--- config.mk ---
export PLATFORM = sky130hd
export DESIGN_NAME = mc_control
export DESIGN_NICKNAME = d
export VERILOG_FILES = /design/src/rtl/mc_control.sv
export SDC_FILE = /design/constraint.sdc
export NUM_CORES = 1
export LEC_CHECK = 0
export CORE_MARGIN = 4
export CORE_UTILIZATION = 33
export DETAILED_ROUTE_END_ITERATION = 16
export GPL_ROUTABILITY_DRIVEN = 0
export GPL_TIMING_DRIVEN = 0
export PLACE_DENSITY = 0.74
export SYNTH_ARGS = -nofsm -noshare
export SYNTH_HDL_FRONTEND = slang
export SYNTH_SLANG_ARGS = --single-unit
--- constraint.sdc ---
create_clock -name CLK -period 1.4 [get_ports CLK]
set_clock_uncertainty 0.2 [all_clocks]
set_input_delay 0.35 -clock CLK [delete_from_list [all_inputs] [get_ports CLK]]
set_output_delay 0.35 -clock CLK [all_outputs]
set_load 0.03 [all_outputs]
--- src/rtl/mc_control.sv ---
// Multicycle datapath controller: Moore FSM that sequences fetch, decode,
// memory, execute and write-back steps for a small MIPS-like instruction set.
module mc_control (
  input  logic       CLK,
  input  logic       RST,
  input  logic [5:0] Opcode,
  input  logic       MemReady,
  output logic       PCWrite,
  output logic       PCWriteCond,
  output logic       IorD,
  output logic       MemRead,
  output logic       MemWrite,
  output logic       IRWrite,
  output logic       MemtoReg,
  output logic       RegDst,
  output logic       RegWrite,
  output logic       ALUSrcA,
  output logic [1:0] ALUSrcB,
  output logic [1:0] PCSource,
  output logic [1:0] ALUOp,
  output logic [3:0] State
);

  typedef enum logic [3:0] {
    S_FETCH   = 4'd0,
    S_DECODE  = 4'd1,
    S_MEMADR  = 4'd2,
    S_MEMRD   = 4'd3,
    S_MEMWB   = 4'd4,
    S_MEMWR   = 4'd5,
    S_EXEC    = 4'd6,
    S_RTYPEWB = 4'd7,
    S_BRANCH  = 4'd8,
    S_JUMP    = 4'd9,
    S_ADDIEX  = 4'd10,
    S_ADDIWB  = 4'd11
  } state_t;

  localparam logic [5:0] OP_RTYPE = 6'b000000;
  localparam logic [5:0] OP_LW    = 6'b100011;
  localparam logic [5:0] OP_SW    = 6'b101011;
  localparam logic [5:0] OP_BEQ   = 6'b000100;
  localparam logic [5:0] OP_J     = 6'b000010;
  localparam logic [5:0] OP_ADDI  = 6'b001000;

  state_t r_state;
  state_t w_next;

  logic       w_pcWrite;
  logic       w_pcWriteCond;
  logic       w_memWrite;
  logic       w_irWrite;
  logic       w_regWrite;

  always_ff @(posedge CLK) begin
    if (RST) begin
      r_state <= S_FETCH;
    end else begin
      r_state <= w_next;
    end
  end

  always_comb begin
    w_next = S_FETCH;
    case (r_state)
      S_FETCH:   w_next = MemReady ? S_DECODE : S_FETCH;
      S_DECODE: begin
        case (Opcode)
          OP_LW, OP_SW: w_next = S_MEMADR;
          OP_RTYPE:     w_next = S_EXEC;
          OP_BEQ:       w_next = S_BRANCH;
          OP_J:         w_next = S_JUMP;
          OP_ADDI:      w_next = S_ADDIEX;
          default:      w_next = S_FETCH;
        endcase
      end
      // The opcode is re-sampled here; anything but LW/SW abandons the access.
      S_MEMADR: begin
        case (Opcode)
          OP_LW:   w_next = S_MEMRD;
          OP_SW:   w_next = S_MEMWR;
          default: w_next = S_FETCH;
        endcase
      end
      S_MEMRD:   w_next = MemReady ? S_MEMWB : S_MEMRD;
      S_MEMWB:   w_next = S_FETCH;
      S_MEMWR:   w_next = MemReady ? S_FETCH : S_MEMWR;
      S_EXEC:    w_next = S_RTYPEWB;
      S_RTYPEWB: w_next = S_FETCH;
      S_BRANCH:  w_next = S_FETCH;
      S_JUMP:    w_next = S_FETCH;
      S_ADDIEX:  w_next = S_ADDIWB;
      S_ADDIWB:  w_next = S_FETCH;
      default:   w_next = S_FETCH;
    endcase
  end

  always_comb begin
    w_pcWrite     = 1'b0;
    w_pcWriteCond = 1'b0;
    w_memWrite    = 1'b0;
    w_irWrite     = 1'b0;
    w_regWrite    = 1'b0;
    IorD          = 1'b0;
    MemRead       = 1'b0;
    MemtoReg      = 1'b0;
    RegDst        = 1'b0;
    ALUSrcA       = 1'b0;
    ALUSrcB       = 2'b00;
    PCSource      = 2'b00;
    ALUOp         = 2'b00;
    case (r_state)
      S_FETCH: begin
        MemRead   = 1'b1;
        ALUSrcB   = 2'b01;
        w_irWrite = MemReady;
        w_pcWrite = MemReady;
      end
      S_DECODE: begin
        ALUSrcB = 2'b10;
      end
      S_MEMADR: begin
        ALUSrcA = 1'b1;
        ALUSrcB = 2'b10;
      end
      S_MEMRD: begin
        MemRead = 1'b1;
        IorD    = 1'b1;
      end
      S_MEMWB: begin
        w_regWrite = 1'b1;
        MemtoReg   = 1'b1;
      end
      S_MEMWR: begin
        w_memWrite = 1'b1;
        IorD       = 1'b1;
      end
      S_EXEC: begin
        ALUSrcA = 1'b1;
        ALUOp   = 2'b10;
      end
      S_RTYPEWB: begin
        w_regWrite = 1'b1;
        RegDst     = 1'b1;
      end
      S_BRANCH: begin
        ALUSrcA       = 1'b1;
        ALUOp         = 2'b01;
        w_pcWriteCond = 1'b1;
        PCSource      = 2'b01;
      end
      S_JUMP: begin
        w_pcWrite = 1'b1;
        PCSource  = 2'b10;
      end
      S_ADDIEX: begin
        ALUSrcA = 1'b1;
        ALUSrcB = 2'b10;
      end
      S_ADDIWB: begin
        w_regWrite = 1'b1;
      end
      default: begin
        w_pcWrite = 1'b0;
      end
    endcase
  end

  // Architectural write strobes are killed immediately while reset is held.
  always_comb begin
    PCWrite     = w_pcWrite     & ~RST;
    PCWriteCond = w_pcWriteCond & ~RST;
    MemWrite    = w_memWrite    & ~RST;
    IRWrite     = w_irWrite     & ~RST;
    RegWrite    = w_regWrite    & ~RST;
  end

  assign State = r_state;

endmodule

==> results.sh, run 1 <==
export IMPL_outcome="aborted with a tool error"
export IMPL_haltStage="global routing"
export IMPL_toolErrorMsg="[ERROR DPL-0038] Utilization greater than 100%, impossible to legalize"
export IMPL_synth_seq_cells=4
export IMPL_numCtsBuffers=3
export IMPL_fp_row_count=13
export IMPL_synth_area_um2=505
export IMPL_seq_area_frac_synth_pct=15.8
export IMPL_synth_area_leader_cell="dfxtp_1"
export IMPL_portBuffers=28
export IMPL_yosysTopAreaCellShare_pct=15.8
export IMPL_clock_sinks=4
export IMPL_cts_htree_levels=1
export IMPL_ys_flop_type="dfxtp_1"
export IMPL_fp_dieW_um=47.1
export IMPL_initial_utilization_pct=37.0
export IMPL_ys_warn_count=0
export IMPL_ctsRootBufferMaster="clkbuf_4"
export IMPL_synth_common_cells="9 x nor2_1, 8 x a21oi_1, 6 x nand2b_1, 6 x nor3_1"
export IMPL_cts_hold_fix_buffers=0
export IMPL_grt_worst_setup_endpoint="PCWrite"
export IMPL_syn_instance_count=72
export IMPL_syn_num_nets=81
export IMPL_die_h_um=47.1
export IMPL_io_pins=29
export IMPL_yosysMostFrequentCell="nor2_1"
export IMPL_synth_edf_count=0
export IMPL_worstEpCategory="top-level output"
export IMPL_clockBufferDepth=2
export IMPL_dp_hpwl_um=1370
export IMPL_async_flop_share_pct=0
export IMPL_syn_area_per_cell_um2=7.02
export IMPL_yosys_top_cells_area="dfxtp_1 16%, a21oi_1 7.9%, nand2b_1 7.4%"
export IMPL_grt_start_max_net_pins=11
export IMPL_place_ws_ns=-1.26
export IMPL_yosysUniqueCellTypes=31
logic make-up after synthesis:
logic type	count (synthesis)	share of synthesized area, %
AOI/OAI and AO/OA	18	25.5
xor gates and xnor gates	2	3.47
buffers and inverters	8	7.42
and+or+nand+nor	40	47.8
DFF	4	15.8
through the flow:
step / instance area, um^2 / hold slack [ns] / cells / util, %
3_3_place_gp: 1040 / 0.501 / 115 / 75.8
4_1_cts: 1190 / 0.448 / 127 / 86.9
3_5_place_dp: 1040 / 0.522 / 115 / 75.8
2_1_floorplan: 737 / 0.321 / 72 / -
repair_timing:
action / 4_1_cts
pin swaps: 8
cloned: 0
endpoints found under the setup margin: 24
setup buffers: 8
resized for setup: 147
==> inputs of run 2 (changes only) <==
CORE_AREA = 4 4 65 67   (was default)
CORE_MARGIN = default   (was 4)
CORE_UTILIZATION = default   (was 33)
DIE_AREA = 0 0 69 71   (was default)
PLACE_DENSITY = default   (was 0.74)
PLACE_DENSITY_LB_ADDON = 0.15   (was default)
clock period = 1.8 ns   (was 1.4 ns; I/O delays follow)
==> run 2 against run 1 <==
  * The flow now finishes, with violations (negative setup slack)
  * Area after synthesis unchanged
  * Synthesized cell count unchanged
==> results.sh, run 2 <==
export IMPL_worstPathCellList="clkbuf_16, nor4_4, nand2_2, nor2_4, buf_6"
export IMPL_fmax_mhz=483
export IMPL_maxCapViolCount=0
export IMPL_grt_ovfl_total=0
export IMPL_layout_drive_gt1_share_pct=73.7
export IMPL_seq_area_frac_synth_pct=15.8
export IMPL_yosysTopAreaCellShare_pct=15.8
export IMPL_ys_flop_type="dfxtp_1"
export IMPL_slew_headroom_pct=79.6
export IMPL_cp_slowest_cell="dfxtp_4"
export IMPL_setup_violations=16
export IMPL_drtIter0Drc=16
export IMPL_yosysUniqueCellTypes=31
export IMPL_syn_instance_count=72
export IMPL_hold_path_class="input port to register"
export IMPL_hold_path_startpoint="Opcode[1]"
export IMPL_fp_coreArea_um2=3630
export IMPL_fin_nets=143
export IMPL_initial_utilization_pct=13.9
export IMPL_yosysMostFrequentCell="nor2_1"
export IMPL_wl_per_cell_um=13.4
export IMPL_grt_pass1_wl_um=3800
export IMPL_outcome="complete, but fails checks"
export IMPL_synth_area_um2=505
export IMPL_grt_start_max_net_pins=11
export IMPL_critPathCaptureType="output port"
export IMPL_ir_worst_vdd_uv=584
export IMPL_io_pins=29
export IMPL_syn_to_final_growth_pct=197
export IMPL_mostFrequentLayoutCell="buf_4"
export IMPL_syn_area_per_cell_um2=7.02
export IMPL_ctsRootBufferMaster="clkbuf_8"
export IMPL_cts_htree_levels=1
export IMPL_cp_arrival_ns=1.42
export IMPL_yosys_top_cells_area="dfxtp_1 16%, a21oi_1 7.9%, nand2b_1 7.4%"
export IMPL_async_flop_share_pct=0
export IMPL_antenna_cells=0
export IMPL_timing_final_hold_violations=0
export IMPL_ant_nets=0
export IMPL_portBuffers=28
export IMPL_numCtsBuffers=3
export IMPL_required_ns=1.15
export IMPL_postLayoutSetupSlackWorst_ns=-0.268
export IMPL_die_h_um=71
export IMPL_p_leak_uw=0.000599
export IMPL_violations="negative setup slack"
export IMPL_synth_edf_count=0
export IMPL_clock_sinks=4
export IMPL_largest_register_ffs=4
export IMPL_finish_utilization_pct=41.4
export IMPL_vias=796
export IMPL_fp_row_count=22
export IMPL_dp_cells=148
export IMPL_cts_clk_slew_worst_paths_ns=0.03
export IMPL_synth_common_cells="9 x nor2_1, 8 x a21oi_1, 6 x nand2b_1, 6 x nor3_1"
export IMPL_antenna_found_initial=0
export IMPL_syn_num_nets=81
export IMPL_drv_slew=0
export IMPL_worstMarginPinSlew_ns=0.307
export IMPL_ys_warn_count=0
export IMPL_final_cell_mix="25 x buf_4, 22 x buf_6, 9 x dlygate4sd2_1"
export IMPL_cts_tree="done"
export IMPL_period_needed_ns=2.07
export IMPL_clk_latency_ns=0.22
export IMPL_routed_wirelength_um=2420
export IMPL_rsz0062_at_grt="true"
export IMPL_stdcell_count=181
export IMPL_clockBufferDepth=2
export IMPL_dr_pass1_iters=6
export IMPL_track_usage_pct=9.36
export IMPL_grt_pass1_vias=794
export IMPL_slowest_delay_ns=0.36
export IMPL_start_kind="register"
export IMPL_post_route_period_util_pct=115
export IMPL_dieArea_um2=4900
export IMPL_fp_dieW_um=69
export IMPL_dp_hpwl_um=1520
export IMPL_p_per_area_nw_per_um2=307
export IMPL_synth_seq_cells=4
export IMPL_avgViaCountPerCell=4.40
export IMPL_drc=0
export IMPL_reg2reg_from="State[0]"
export IMPL_critPathKind="register to output port"
export IMPL_critPathLaunch="State[0]"
export IMPL_path_max_fanout=6
export IMPL_synth_area_leader_cell="dfxtp_1"
==> run 2: kinds of logic (layout without fill, tap and decap cells) <==
kind of cell,after synthesis,count (layout),share of synthesized area [%]
and+or+nand+nor,40,40,47.8
AOI/OAI and AO/OA,18,18,25.5
buffers and inverters,8,69,7.42
xor gates and xnor gates,2,2,3.47
DFF,4,4,15.8
==> run 2: path summary, 6_finish.rpt <==
path	endpoint	slack, ns	depth (start not counted)
worst max register to register	State[0]	0.10	6
worst max-delay path	IRWrite	-0.27	5
worst min-delay path	State[0]	0.57	3
worst min register to register	State[2]	0.61	4
==> run 2: power breakdown <==
| group | switching, uW | internal [uW] |
|---|---|---|
| combinational | 86.9 | 86.0 |
| sequential | 4.01 | 86.3 |
| clock | 46.9 | 151 |
==> run 2: what timing repair did <==
item                       4_1_cts  5_1_grt
setup buffers                   13       16
setup endpoints to repair       24       19
gates resized for setup        150       13
hold buffers                     0        0
gates cloned                     1        1
pin swaps                       16        9
==> run 2: through the flow <==
step	hold slack (ns)	total power, uW	area [um^2]	worst slack [ns]	TNS [ns]
2_1_floorplan	0.421	171	707	-0.299	-1.16
3_3_place_gp	0.533	228	1050	-1.10	-11.13
3_5_place_dp	0.542	228	1050	-1.11	-11.17
4_1_cts	0.580	449	1340	-0.248	-2.07
5_1_grt	0.602	490	1500	-0.327	-3.39
6_report	0.569	461	1500	-0.268	-2.55
==> run 2: per-layer routing <==
layer | global-route usage [%] | up-vias | wire, um | share of wire, %
met1 | 11.8 | 376 | 1090 | 45
li1 | - | 387 | - | -
met5 | 0 | - | 0 | 0
met2 | 15.5 | 31 | 1160 | 48
met3 | 2.56 | 2 | 134 | 5.5
met4 | 3.04 | 0 | 29 | 1.2
==> run 2: area by class of cell <==
cell class / instances / area, um^2
fill: 377 / 2130
multi-input combinational: 60 / 624
timing repair buffer: 58 / 562
buffer: 6 / 113
sequential: 4 / 95.1
tap: 48 / 60.1
clock buffer: 4 / 45.0
inverter: 1 / 3.75
==> run 2: worst max-delay path, delay by kind of cell (launching register included) <==
| kind | cells | cell delay (ns) |
|---|---|---|
| AND/OR/NAND/NOR | 3 | 0.54 |
| buffers and inverters | 2 | 0.29 |
| flip-flops | 1 | 0.36 |
Note: power is estimated with default switching activity, not from simulation.
